### config.mk
export PLATFORM = sky130hd
export DESIGN_NAME = mem_port_arbiter_flat
export DESIGN_NICKNAME = d
export VERILOG_FILES = /design/src/rtl/mem_port_arbiter_pkg.sv /design/src/rtl/mem_port_arbiter_if.sv /design/src/rtl/mem_port_arbiter_wait_counter.sv /design/src/rtl/mem_port_arbiter.sv /design/src/flat_wrapper.sv
export SDC_FILE = /design/constraint.sdc
export NUM_CORES = 1
export LEC_CHECK = 0
export BUFFER_PORTS_ARGS = -buffer_cell sky130_fd_sc_hd__buf_2
export CAP_MARGIN = 20
export CELL_PAD_IN_SITES_DETAIL_PLACEMENT = 0
export CELL_PAD_IN_SITES_GLOBAL_PLACEMENT = 1
export CORE_AREA = 2 2 131 133
export DETAILED_ROUTE_END_ITERATION = 6
export DIE_AREA = 0 0 133 135
export GPL_TIMING_DRIVEN = 1
export HOLD_SLACK_MARGIN = 0.06
export PLACE_DENSITY = 0.82
export SLEW_MARGIN = 15
export SYNTH_ARGS = -nofsm -noshare
export SYNTH_HDL_FRONTEND = slang
export SYNTH_SLANG_ARGS = --single-unit
### constraint.sdc
create_clock -name clk_i -period 3 [get_ports clk_i]
set_input_delay 0.3 -clock clk_i [delete_from_list [all_inputs] [get_ports clk_i]]
set_output_delay 0.3 -clock clk_i [all_outputs]
set_load 0.05 [all_outputs]
### src/rtl/mem_port_arbiter_pkg.sv
// mem_port_arbiter_pkg
// Shared types and widths for the instruction/data memory port arbiter:
// FSM state encoding, wait/streak/conflict counter widths and bus width.
package mem_port_arbiter_pkg;

  localparam int unsigned DATA_W     = 32;
  localparam int unsigned WAIT_W     = 4;   // holds WAIT_CYCLES-1 for 1..15
  localparam int unsigned STREAK_W   = 3;   // data-grant streak, up to 7
  localparam int unsigned CONFLICT_W = 16;

  typedef enum logic [1:0] {
    IDLE   = 2'd0,
    BUSY_I = 2'd1,
    BUSY_D = 2'd2
  } arb_state_t;

endpackage

### src/rtl/mem_port_arbiter_if.sv
// mem_port_arbiter_if
// Bundles the fetch port, data port, memory side and conflict counter of the
// arbiter. slave = arbiter side, master = CPU/memory/testbench side.
//   fetch : if_req_i, if_addr_i -> if_ready_o, if_rdata_o, if_stall_o
//   data  : dm_req_i, dm_we_i, dm_addr_i, dm_wdata_i
//           -> dm_ready_o, dm_rdata_o, dm_stall_o
//   memory: mem_en_o, mem_we_o, mem_addr_o, mem_wdata_o <- mem_rdata_i
//   stats : conflict_cnt_o
interface mem_port_arbiter_if;
  import mem_port_arbiter_pkg::*;

  logic                  if_req_i;
  logic [DATA_W-1:0]     if_addr_i;
  logic                  if_ready_o;
  logic [DATA_W-1:0]     if_rdata_o;
  logic                  if_stall_o;

  logic                  dm_req_i;
  logic                  dm_we_i;
  logic [DATA_W-1:0]     dm_addr_i;
  logic [DATA_W-1:0]     dm_wdata_i;
  logic                  dm_ready_o;
  logic [DATA_W-1:0]     dm_rdata_o;
  logic                  dm_stall_o;

  logic                  mem_en_o;
  logic                  mem_we_o;
  logic [DATA_W-1:0]     mem_addr_o;
  logic [DATA_W-1:0]     mem_wdata_o;
  logic [DATA_W-1:0]     mem_rdata_i;

  logic [CONFLICT_W-1:0] conflict_cnt_o;

  modport slave (
    input  if_req_i, if_addr_i,
    output if_ready_o, if_rdata_o, if_stall_o,
    input  dm_req_i, dm_we_i, dm_addr_i, dm_wdata_i,
    output dm_ready_o, dm_rdata_o, dm_stall_o,
    output mem_en_o, mem_we_o, mem_addr_o, mem_wdata_o,
    input  mem_rdata_i,
    output conflict_cnt_o
  );

  modport master (
    output if_req_i, if_addr_i,
    input  if_ready_o, if_rdata_o, if_stall_o,
    output dm_req_i, dm_we_i, dm_addr_i, dm_wdata_i,
    input  dm_ready_o, dm_rdata_o, dm_stall_o,
    input  mem_en_o, mem_we_o, mem_addr_o, mem_wdata_o,
    output mem_rdata_i,
    input  conflict_cnt_o
  );

endinterface

### src/rtl/mem_port_arbiter_wait_counter.sv
// wait_counter
// Loadable down-counter used to time a memory access.
//   clk_i      : clock
//   rst_i      : asynchronous active-low reset
//   i_load     : load i_load_val (takes precedence over counting)
//   i_load_val : start value
//   o_done     : counter is zero
module wait_counter
  import mem_port_arbiter_pkg::*;
#(
  parameter int unsigned WIDTH = WAIT_W
) (
  input  logic             clk_i,
  input  logic             rst_i,
  input  logic             i_load,
  input  logic [WIDTH-1:0] i_load_val,
  output logic             o_done
);

  logic [WIDTH-1:0] r_cnt;

  always_ff @(posedge clk_i or negedge rst_i) begin
    if (!rst_i) begin
      r_cnt <= '0;
    end else if (i_load) begin
      r_cnt <= i_load_val;
    end else if (r_cnt != '0) begin
      r_cnt <= r_cnt - WIDTH'(1);
    end
  end

  assign o_done = (r_cnt == '0);

endmodule

### src/rtl/mem_port_arbiter.sv
// mem_port_arbiter
// Shares one single-ported memory between the fetch port and the data port.
// Data wins ties unless MAX_D_STREAK data grants in a row have starved a
// waiting fetch. Each access occupies the memory for WAIT_CYCLES cycles and
// finishes with a one-cycle ready pulse on the owning port.
//   clk_i : clock
//   rst_i : asynchronous active-low reset
//   bus   : fetch/data/memory/statistics signals (mem_port_arbiter_if.slave)
module mem_port_arbiter
  import mem_port_arbiter_pkg::*;
#(
  parameter int unsigned WAIT_CYCLES  = 2,
  parameter int unsigned MAX_D_STREAK = 3
) (
  input  logic                clk_i,
  input  logic                rst_i,
  mem_port_arbiter_if.slave   bus
);

  localparam logic [WAIT_W-1:0]   LP_WAIT_LOAD = WAIT_W'(WAIT_CYCLES - 1);
  localparam logic [STREAK_W-1:0] LP_STREAK    = STREAK_W'(MAX_D_STREAK);

  arb_state_t             r_state;
  logic [STREAK_W-1:0]    r_streak;
  logic [CONFLICT_W-1:0]  r_conflict_cnt;
  logic [DATA_W-1:0]      r_if_rdata;
  logic [DATA_W-1:0]      r_dm_rdata;
  logic [DATA_W-1:0]      r_mem_addr;
  logic [DATA_W-1:0]      r_mem_wdata;
  logic                   r_mem_en;
  logic                   r_mem_we;
  logic                   r_we;
  logic                   r_if_ready;
  logic                   r_dm_ready;

  logic w_fetch_wins;
  logic w_grant_d;
  logic w_grant_i;
  logic w_grant;
  logic w_both;
  logic w_wait_done;

  // A starved fetch overrides data priority once the streak limit is hit.
  assign w_fetch_wins = bus.if_req_i && (r_streak == LP_STREAK);
  assign w_grant_d    = (r_state == IDLE) && bus.dm_req_i && !w_fetch_wins;
  assign w_grant_i    = (r_state == IDLE) && bus.if_req_i && !w_grant_d;
  assign w_grant      = w_grant_d || w_grant_i;
  assign w_both       = bus.if_req_i && bus.dm_req_i;

  // Loaded with WAIT_CYCLES-1 at grant; done marks the last BUSY cycle.
  wait_counter #(.WIDTH(WAIT_W)) u_wait (
    .clk_i      (clk_i),
    .rst_i      (rst_i),
    .i_load     (w_grant),
    .i_load_val (LP_WAIT_LOAD),
    .o_done     (w_wait_done)
  );

  always_ff @(posedge clk_i or negedge rst_i) begin
    if (!rst_i) begin
      r_state        <= IDLE;
      r_streak       <= '0;
      r_conflict_cnt <= '0;
      r_if_rdata     <= '0;
      r_dm_rdata     <= '0;
      r_mem_addr     <= '0;
      r_mem_wdata    <= '0;
      r_mem_en       <= 1'b0;
      r_mem_we       <= 1'b0;
      r_we           <= 1'b0;
      r_if_ready     <= 1'b0;
      r_dm_ready     <= 1'b0;
    end else begin
      r_if_ready <= 1'b0;
      r_dm_ready <= 1'b0;

      if (!bus.if_req_i || w_grant_i) begin
        r_streak <= '0;
      end else if (w_grant_d) begin
        r_streak <= r_streak + STREAK_W'(1);
      end

      if (w_grant && w_both && (r_conflict_cnt != '1)) begin
        r_conflict_cnt <= r_conflict_cnt + CONFLICT_W'(1);
      end

      case (r_state)
        IDLE: begin
          if (w_grant_d) begin
            r_state     <= BUSY_D;
            r_mem_en    <= 1'b1;
            r_mem_addr  <= bus.dm_addr_i;
            r_we        <= bus.dm_we_i;
            r_mem_we    <= bus.dm_we_i;
            r_mem_wdata <= bus.dm_we_i ? bus.dm_wdata_i : '0;
          end else if (w_grant_i) begin
            r_state     <= BUSY_I;
            r_mem_en    <= 1'b1;
            r_mem_addr  <= bus.if_addr_i;
            r_we        <= 1'b0;
            r_mem_we    <= 1'b0;
            r_mem_wdata <= '0;
          end
        end
        BUSY_I, BUSY_D: begin
          // Write strobe lasts only the first BUSY cycle.
          r_mem_we <= 1'b0;
          if (w_wait_done) begin
            r_state     <= IDLE;
            r_mem_en    <= 1'b0;
            r_mem_addr  <= '0;
            r_mem_wdata <= '0;
            if (r_state == BUSY_I) begin
              r_if_ready <= 1'b1;
              r_if_rdata <= bus.mem_rdata_i;
            end else begin
              r_dm_ready <= 1'b1;
              if (!r_we) begin
                r_dm_rdata <= bus.mem_rdata_i;
              end
            end
          end
        end
        default: r_state <= IDLE;
      endcase
    end
  end

  assign bus.if_ready_o     = r_if_ready;
  assign bus.if_rdata_o     = r_if_rdata;
  assign bus.if_stall_o     = bus.if_req_i && !r_if_ready;
  assign bus.dm_ready_o     = r_dm_ready;
  assign bus.dm_rdata_o     = r_dm_rdata;
  assign bus.dm_stall_o     = bus.dm_req_i && !r_dm_ready;
  assign bus.mem_en_o       = r_mem_en;
  assign bus.mem_we_o       = r_mem_we;
  assign bus.mem_addr_o     = r_mem_addr;
  assign bus.mem_wdata_o    = r_mem_wdata;
  assign bus.conflict_cnt_o = r_conflict_cnt;

endmodule

### src/flat_wrapper.sv
// flat-port wrapper written by rule: the top's interface ports become plain ports
module mem_port_arbiter_flat import mem_port_arbiter_pkg::*;
#(
  parameter int unsigned WAIT_CYCLES  = 2,
  parameter int unsigned MAX_D_STREAK = 3
)
  (clk_i, rst_i, bus_if_req_i, bus_if_addr_i, bus_if_ready_o, bus_if_rdata_o, bus_if_stall_o, bus_dm_req_i, bus_dm_we_i, bus_dm_addr_i, bus_dm_wdata_i, bus_dm_ready_o, bus_dm_rdata_o, bus_dm_stall_o, bus_mem_en_o, bus_mem_we_o, bus_mem_addr_o, bus_mem_wdata_o, bus_mem_rdata_i, bus_conflict_cnt_o);
  mem_port_arbiter_if bus_i ();
  input  logic clk_i;
  input  logic rst_i;
  input wire logic [$bits(bus_i.if_req_i)-1:0] bus_if_req_i;
  input wire logic [$bits(bus_i.if_addr_i)-1:0] bus_if_addr_i;
  output wire logic [$bits(bus_i.if_ready_o)-1:0] bus_if_ready_o;
  output wire logic [$bits(bus_i.if_rdata_o)-1:0] bus_if_rdata_o;
  output wire logic [$bits(bus_i.if_stall_o)-1:0] bus_if_stall_o;
  input wire logic [$bits(bus_i.dm_req_i)-1:0] bus_dm_req_i;
  input wire logic [$bits(bus_i.dm_we_i)-1:0] bus_dm_we_i;
  input wire logic [$bits(bus_i.dm_addr_i)-1:0] bus_dm_addr_i;
  input wire logic [$bits(bus_i.dm_wdata_i)-1:0] bus_dm_wdata_i;
  output wire logic [$bits(bus_i.dm_ready_o)-1:0] bus_dm_ready_o;
  output wire logic [$bits(bus_i.dm_rdata_o)-1:0] bus_dm_rdata_o;
  output wire logic [$bits(bus_i.dm_stall_o)-1:0] bus_dm_stall_o;
  output wire logic [$bits(bus_i.mem_en_o)-1:0] bus_mem_en_o;
  output wire logic [$bits(bus_i.mem_we_o)-1:0] bus_mem_we_o;
  output wire logic [$bits(bus_i.mem_addr_o)-1:0] bus_mem_addr_o;
  output wire logic [$bits(bus_i.mem_wdata_o)-1:0] bus_mem_wdata_o;
  input wire logic [$bits(bus_i.mem_rdata_i)-1:0] bus_mem_rdata_i;
  output wire logic [$bits(bus_i.conflict_cnt_o)-1:0] bus_conflict_cnt_o;
  assign bus_i.if_req_i = bus_if_req_i;
  assign bus_i.if_addr_i = bus_if_addr_i;
  assign bus_if_ready_o = bus_i.if_ready_o;
  assign bus_if_rdata_o = bus_i.if_rdata_o;
  assign bus_if_stall_o = bus_i.if_stall_o;
  assign bus_i.dm_req_i = bus_dm_req_i;
  assign bus_i.dm_we_i = bus_dm_we_i;
  assign bus_i.dm_addr_i = bus_dm_addr_i;
  assign bus_i.dm_wdata_i = bus_dm_wdata_i;
  assign bus_dm_ready_o = bus_i.dm_ready_o;
  assign bus_dm_rdata_o = bus_i.dm_rdata_o;
  assign bus_dm_stall_o = bus_i.dm_stall_o;
  assign bus_mem_en_o = bus_i.mem_en_o;
  assign bus_mem_we_o = bus_i.mem_we_o;
  assign bus_mem_addr_o = bus_i.mem_addr_o;
  assign bus_mem_wdata_o = bus_i.mem_wdata_o;
  assign bus_i.mem_rdata_i = bus_mem_rdata_i;
  assign bus_conflict_cnt_o = bus_i.conflict_cnt_o;
  mem_port_arbiter #(.WAIT_CYCLES(WAIT_CYCLES), .MAX_D_STREAK(MAX_D_STREAK)) u_core (.clk_i(clk_i), .rst_i(rst_i), .bus(bus_i));
endmodule
After elaboration in Yosys (flattened, before gate mapping)
Cells that the tools add are included.

Word-level logic and storage cells: 84. Register bits: 158. Bits of input ports: 133. Output and inout port bits: 150.

Multiplexer cells: 29. Equal/unequal tests: 6. Reductions and logical operators: 31. Bitwise logic cells: 2. $add $sub $neg: 3.

Operator list (number): 32-bit two-way mux (6); 32-bit case mux with 2 select lines (2); 16-bit by 1-bit adder with 16-bit output, second input constant (1); 16-bit inequality test, second input constant (1); 1-bit two-way mux (11); 1-bit logical AND (10); 4-bit two-way mux (2); 2-bit nonzero test (4); 2-bit two-way mux (3); 3-bit two-way mux (2); 2-bit AND reduction (3); 3-bit AND reduction (2); 1-bit zero test (5); 4-bit zero test (1); 1-bit case mux with 2 select lines (2); 2-bit case mux with 2 select lines (1); 4-bit AND reduction (1); 4-bit nonzero test (1); 4-bit by 1-bit subtractor with 4-bit output, second input constant (1); 3-bit by 1-bit adder with 3-bit output, second input constant (1); 3-bit by 2-bit == test with 1-bit output, second input constant (1); 3-bit by 1-bit inequality test with 1-bit output, second input constant (1); 2-bit by 1-bit == test with 1-bit output, second input constant (1); 2-bit == test, second input constant (1); other kinds (5) (7).

Longest topological paths before layout
Depth in word-level cells: 9. Depth in mapped cells: 9. Gate-level depth less buffers: 6.

Hierarchy
From an unflattened synthesis, not the netlist that was laid out.

Cell total of the unflattened synthesis: 462. Area total of the unflattened synthesis: 6551.3 sq um.

By module, submodules not included: mem_port_arbiter (times used 1, seq. area each 3853.7 sq um, cells each 440, area each 6317.3 sq um); wait_counter (times used 1, seq. area each 100.1 sq um, cells each 22, area each 234.0 sq um).

Least setup slack after synthesis
Ideal clock, no wire load.

Path kind: register to register. Start: reg u_core.r_conflict_cnt[0], in the netlist u_core.bus.conflict_cnt_o[0]. End: reg u_core.r_conflict_cnt[10], in the netlist u_core.bus.conflict_cnt_o[10]. Stages on the path, launching flop included: 6. Library setup time: 0.127 ns. Arrival time: 2.028 ns. Slack: 0.844 ns. Cells stage by stage: dfrtp_1 -> ha_1 -> nand4_1 -> nor3_1 -> and3_1 -> mux2_1.

Word-level cells in the longest chain between the ends: 2. Elaborated cells between the ends (all ways): 3.

Ends and longest elaborated chain: start: declaration (RTL line mem_port_arbiter.sv:25) `logic [CONFLICT_W-1:0] r_conflict_cnt;`; start signal: assignment (RTL line mem_port_arbiter.sv:84) `r_conflict_cnt <= r_conflict_cnt + CONFLICT_W'(1);`; parallel branches: the longest is 2 deep, another holds 16-bit by 1-bit adder with 16-bit output.

Parallel ways; which one is timed is not known. A chain may end at the register's enable or synchronous reset.

Final worst setup path
Start: reg u_core.r_state[0]. End: reg u_core.r_conflict_cnt[10], in the netlist u_core.bus.conflict_cnt_o[10].

Word-level cells in the longest chain between the ends: 8. Elaborated cells between the ends (all ways): 9.

Ends and longest elaborated chain: start: declaration (RTL line mem_port_arbiter.sv:23) `arb_state_t r_state;`; start signal: assignment (RTL line mem_port_arbiter.sv:61) `r_state <= IDLE;`; start signal: assignment (RTL line mem_port_arbiter.sv:90) `r_state <= BUSY_D;`; start signal: assignment (RTL line mem_port_arbiter.sv:97) `r_state <= BUSY_I;`; 2-bit zero test * (RTL line mem_port_arbiter.sv:45, mem_port_arbiter.sv:46); 1-bit logical AND (2 in series) (RTL line mem_port_arbiter.sv:45) `assign w_grant_d = (r_state == IDLE) && bus.dm_req_i && !w_fetch_wins;`; 1-bit zero test (RTL line mem_port_arbiter.sv:46) `assign w_grant_i = (r_state == IDLE) && bus.if_req_i && !w_grant_d;`; 1-bit logical AND (RTL line mem_port_arbiter.sv:46); 1-bit logical OR * (RTL line mem_port_arbiter.sv:47) `assign w_grant = w_grant_d || w_grant_i;`; 1-bit logical AND * (2 in series) (RTL line mem_port_arbiter.sv:83) `if (w_grant && w_both && (r_conflict_cnt != '1)) begin`.

Mark *: on every way between the ends. The rest lies on a longest branch, timed or not.

==> flow_summary.toml <==
[yosys]
synth_edf_count = 0
syn-num-nets = 603
synth_warnings = 0
netlist.top_cell.by_area = "dfrtp_1"
syn_inst = 462
syn-cell-area_um2 = 6514
async_flop_share = 1.000
syn_avg_cell_area_um2 = 14.10
synthFlopType = "dfrtp_1"
ys_seq_elements = 158
synth_seq_area_share = 0.6070
synth.most_common_cell = "dfrtp_1"
ys_top_cells_by_count = "dfrtp_1 (158), mux2_1 (34), mux2_2 (34)"
synth_top_cell_area_share = 0.6070
synth_cell_type_count = 44
ys_top_cells_by_area = "dfrtp_1 (61%), mux2_1 (5.9%), mux2_2 (5.9%), mux2i_1 (4.9%), a22o_1 (4.4%)"

[sta]
setup_violations = 0
rsz0062_at_grt = "no"
post-route-min-period_ns = 2.303
maxSlewHeadroom = 0.5447
tightest_slew_ns = 0.6829
fin_setup_tns_ns = 0
drv_slew = 0
timing.fmax_ghz = 0.4342
hold_viol = 0
skew_ns = 0.01101
finalCritPeriodShare = 0.7676

[floorplan]
die_area_um2 = 17960
coreArea_um2 = 16410
boundaryPins = 283
start_util = 0.3970
fp.dieW_um = 133
die_height_um = 135
std_cell_rows = 47

[hold_path]
whs_path_depth = 2
min-delay-start = "bus_dm_wdata_i[21]"
min_path_type = "in2reg"
hold-path-endpoint = "u_core.bus.mem_wdata_o[21]$_DFFE_PN0P_"

[drt]
first_iter_violations = 181
firstDrtPassIters = 4
wl_per_cell_um = 16.97
drt_wl_total_mm = 16.59
via_count = 4843
drc = 0
vias_per_cell = 4.952
final_antenna_net_count = 0

[power_and_ir_drop]
peakVddDrop_mv = 0.8139
leakage_nw = 4.580
p_int_mw = 5.839
power_density_nw_per_um2 = 1338
p_sw_mw = 5.853
clockPowerShare = 0.184
swShare = 0.5006
comb_power_share = 0.518
p_seq_frac = 0.298
finalPower_mw = 11.69

[layout]
n_fill_cell = 1416
diodes = 0
final_layout_size_suffix_gt1_frac = 0.4802
finalNetCount = 886
area_delta_synth_final_pct = 34.19

[setup_path]
rrSetupSlack_ns = 0.70
slowest_stage = "nor3_1"
reg2reg_depth = 6
required_ns = 3.30
cp.arrival_ns = 2.60
slowest_delay_ns = 0.52
r2r_start = "u_core.r_state[0]$_DFFE_PN0P_"
path_cells = "inv_1 -> ha_1 -> nand3_2 -> nor3_1 -> and3_1 -> mux2_1"
path_max_fanout = 11
critPathLaunchType = "flop"
end_kind = "flop"
r2r-end = "u_core.bus.conflict_cnt_o[10]$_DFFE_PN0P_"
crit_type = "reg2reg"

[cts]
clock_latency_ns = 0.42
htreeDepth = 4
cts_buffers = 17
clock_sinks = 158
cts_tree = "built"
clockBufferDepth = 2
clkTransAtPathRegs_ns = 0.06
ctsRootBufferMaster = "clkbuf_16"

[global_routing]
grt_pass1_wl_mm = 26.36
antenna_found_initial = 0
grt_usage = 0.1860
grt_pass1_vias = 5184
grt_max_degree = 76
grt_overflow = 0

[placement]
post-dp-hpwl_mm = 12.04
place.gp.congestion = 0.7898
io_buffers = 282

[outcome]
outcome = "complete, no violations"

[run]
drv_cap = 0
-- critical path, delay by kind of cell, from the launching register on --
| kind | cells | cell delay (ns) |
|---|---|---|
| simple gates | 3 | 0.99 |
| fa+ha+maj | 1 | 0.36 |
| flops | 1 | 0.42 |
| mux | 1 | 0.33 |
| buf+inv | 1 | 0.07 |
-- placed cells by master, fill, tap and decap left out, types with 8 or more instances in the layout --
master / count
o2bb2ai_1: 32
buf_2: 281
mux2_2: 34
mux2_1: 34
nand2_1: 10
inv_1: 10
mux2i_1: 32
nor2_1: 9
dfrtp_1: 158
a22o_1: 33
nand4_1: 8
ha_1: 8
clkbuf_16: 17
xnor2_1: 8
-- logic make-up (layout without fill, tap and decap cells) --
logic type                 Yosys count  in the layout  share of synthesized area
DFF                                158            158                     0.6070
muxes                              100            100                     0.1667
AOI/OAI and AO/OA                   85             85                     0.1074
and+or+nand+nor                     62             62                    0.05801
buffers and inverters               37            333                    0.02939
xor gates and xnor gates            12             12                    0.01614
adders and majority gates            8              8                    0.01537
-- layer usage --
metal / track usage / up-vias / part of all wire / wire, um
li1: - / 2266 / - / -
met1: 0.2191 / 2396 / 0.41 / 6778
met2: 0.3244 / 161 / 0.52 / 8598
met3: 0.05706 / 20 / 0.057 / 951
met4: 0.06332 / 0 / 0.016 / 265
met5: 0 / - / 0 / 0
-- flip-flops by register name (all words and copies together) (netlist names), 2 cells and up --
| signal | count |
|---|---|
| u_core.r_streak | 3 |
| u_core.u_wait.r_cnt | 4 |
| u_core.r_state | 2 |
| u_core.bus.conflict_cnt_o | 16 |
| u_core.bus.if_rdata_o | 32 |
| u_core.bus.dm_rdata_o | 32 |
| u_core.bus.mem_addr_o | 32 |
| u_core.bus.mem_wdata_o | 32 |
-- worst max-delay path by stage --
stage / startpoint / endpoint / slack [ns]
2_1_floorplan: u_core.bus.conflict_cnt_o[0]$_DFFE_PN0P_ / u_core.bus.conflict_cnt_o[10]$_DFFE_PN0P_ / 0.84
3_3_place_gp: u_core.r_state[1]$_DFFE_PN0P_ / u_core.bus.conflict_cnt_o[10]$_DFFE_PN0P_ / 0.87
3_5_place_dp: u_core.r_state[0]$_DFFE_PN0P_ / u_core.bus.conflict_cnt_o[10]$_DFFE_PN0P_ / 0.69
4_1_cts: u_core.r_state[0]$_DFFE_PN0P_ / u_core.bus.conflict_cnt_o[10]$_DFFE_PN0P_ / 0.68
5_1_grt: u_core.r_state[0]$_DFFE_PN0P_ / u_core.bus.conflict_cnt_o[10]$_DFFE_PN0P_ / 0.46
6_report: u_core.r_state[0]$_DFFE_PN0P_ / u_core.bus.conflict_cnt_o[10]$_DFFE_PN0P_ / 0.70
-- cell type report --
type / count / area, um^2 / area share
Clock buffer: 17 / 425.4 / 0.04867
Clock inverter: 15 / 157.7 / 0.01804
Tap cell: 220 / 275.3 / 0.03149
Inverter: 10 / 37.54 / 0.004294
Timing Repair Buffer: 291 / 1513 / 0.1731
Multi-Input combinational cell: 267 / 2379 / 0.2721
Sequential cell: 158 / 3954 / 0.4523
-- power groups by stage --
stage	combinational (mW)	clock [mW]	sequential [mW]
after floorplan	1.74	0	6.34
after global placement	6.00	0	3.47
after detailed placement	6.11	0	3.50
after CTS	6.11	2.22	3.49
after global routing	6.36	2.30	3.60
final	6.06	2.15	3.49
-- stage by stage --
stage	cell area, um^2	cells	util	hold WS (ns)	worst slack, ns
3_3_place_gp	8148	945	0.4966	0.3524	0.8738
6_report	8741	978	0.5328	0.09796	0.6972
4_1_cts	8741	978	0.5328	0.07464	0.6801
3_5_place_dp	8148	945	0.4966	0.3641	0.6941
2_1_floorplan	6514	462	-	0.004409	0.8443
5_1_grt	8741	978	0.5328	0.07863	0.4555
-- what timing repair did --
item                                   in CTS  in global routing
gates resized for setup                     0                  0
buffers inserted                            0                  0
endpoints found under the hold margin      73                  0
hold buffers                                1                  0
Note: power is estimated with default switching activity, not from simulation.
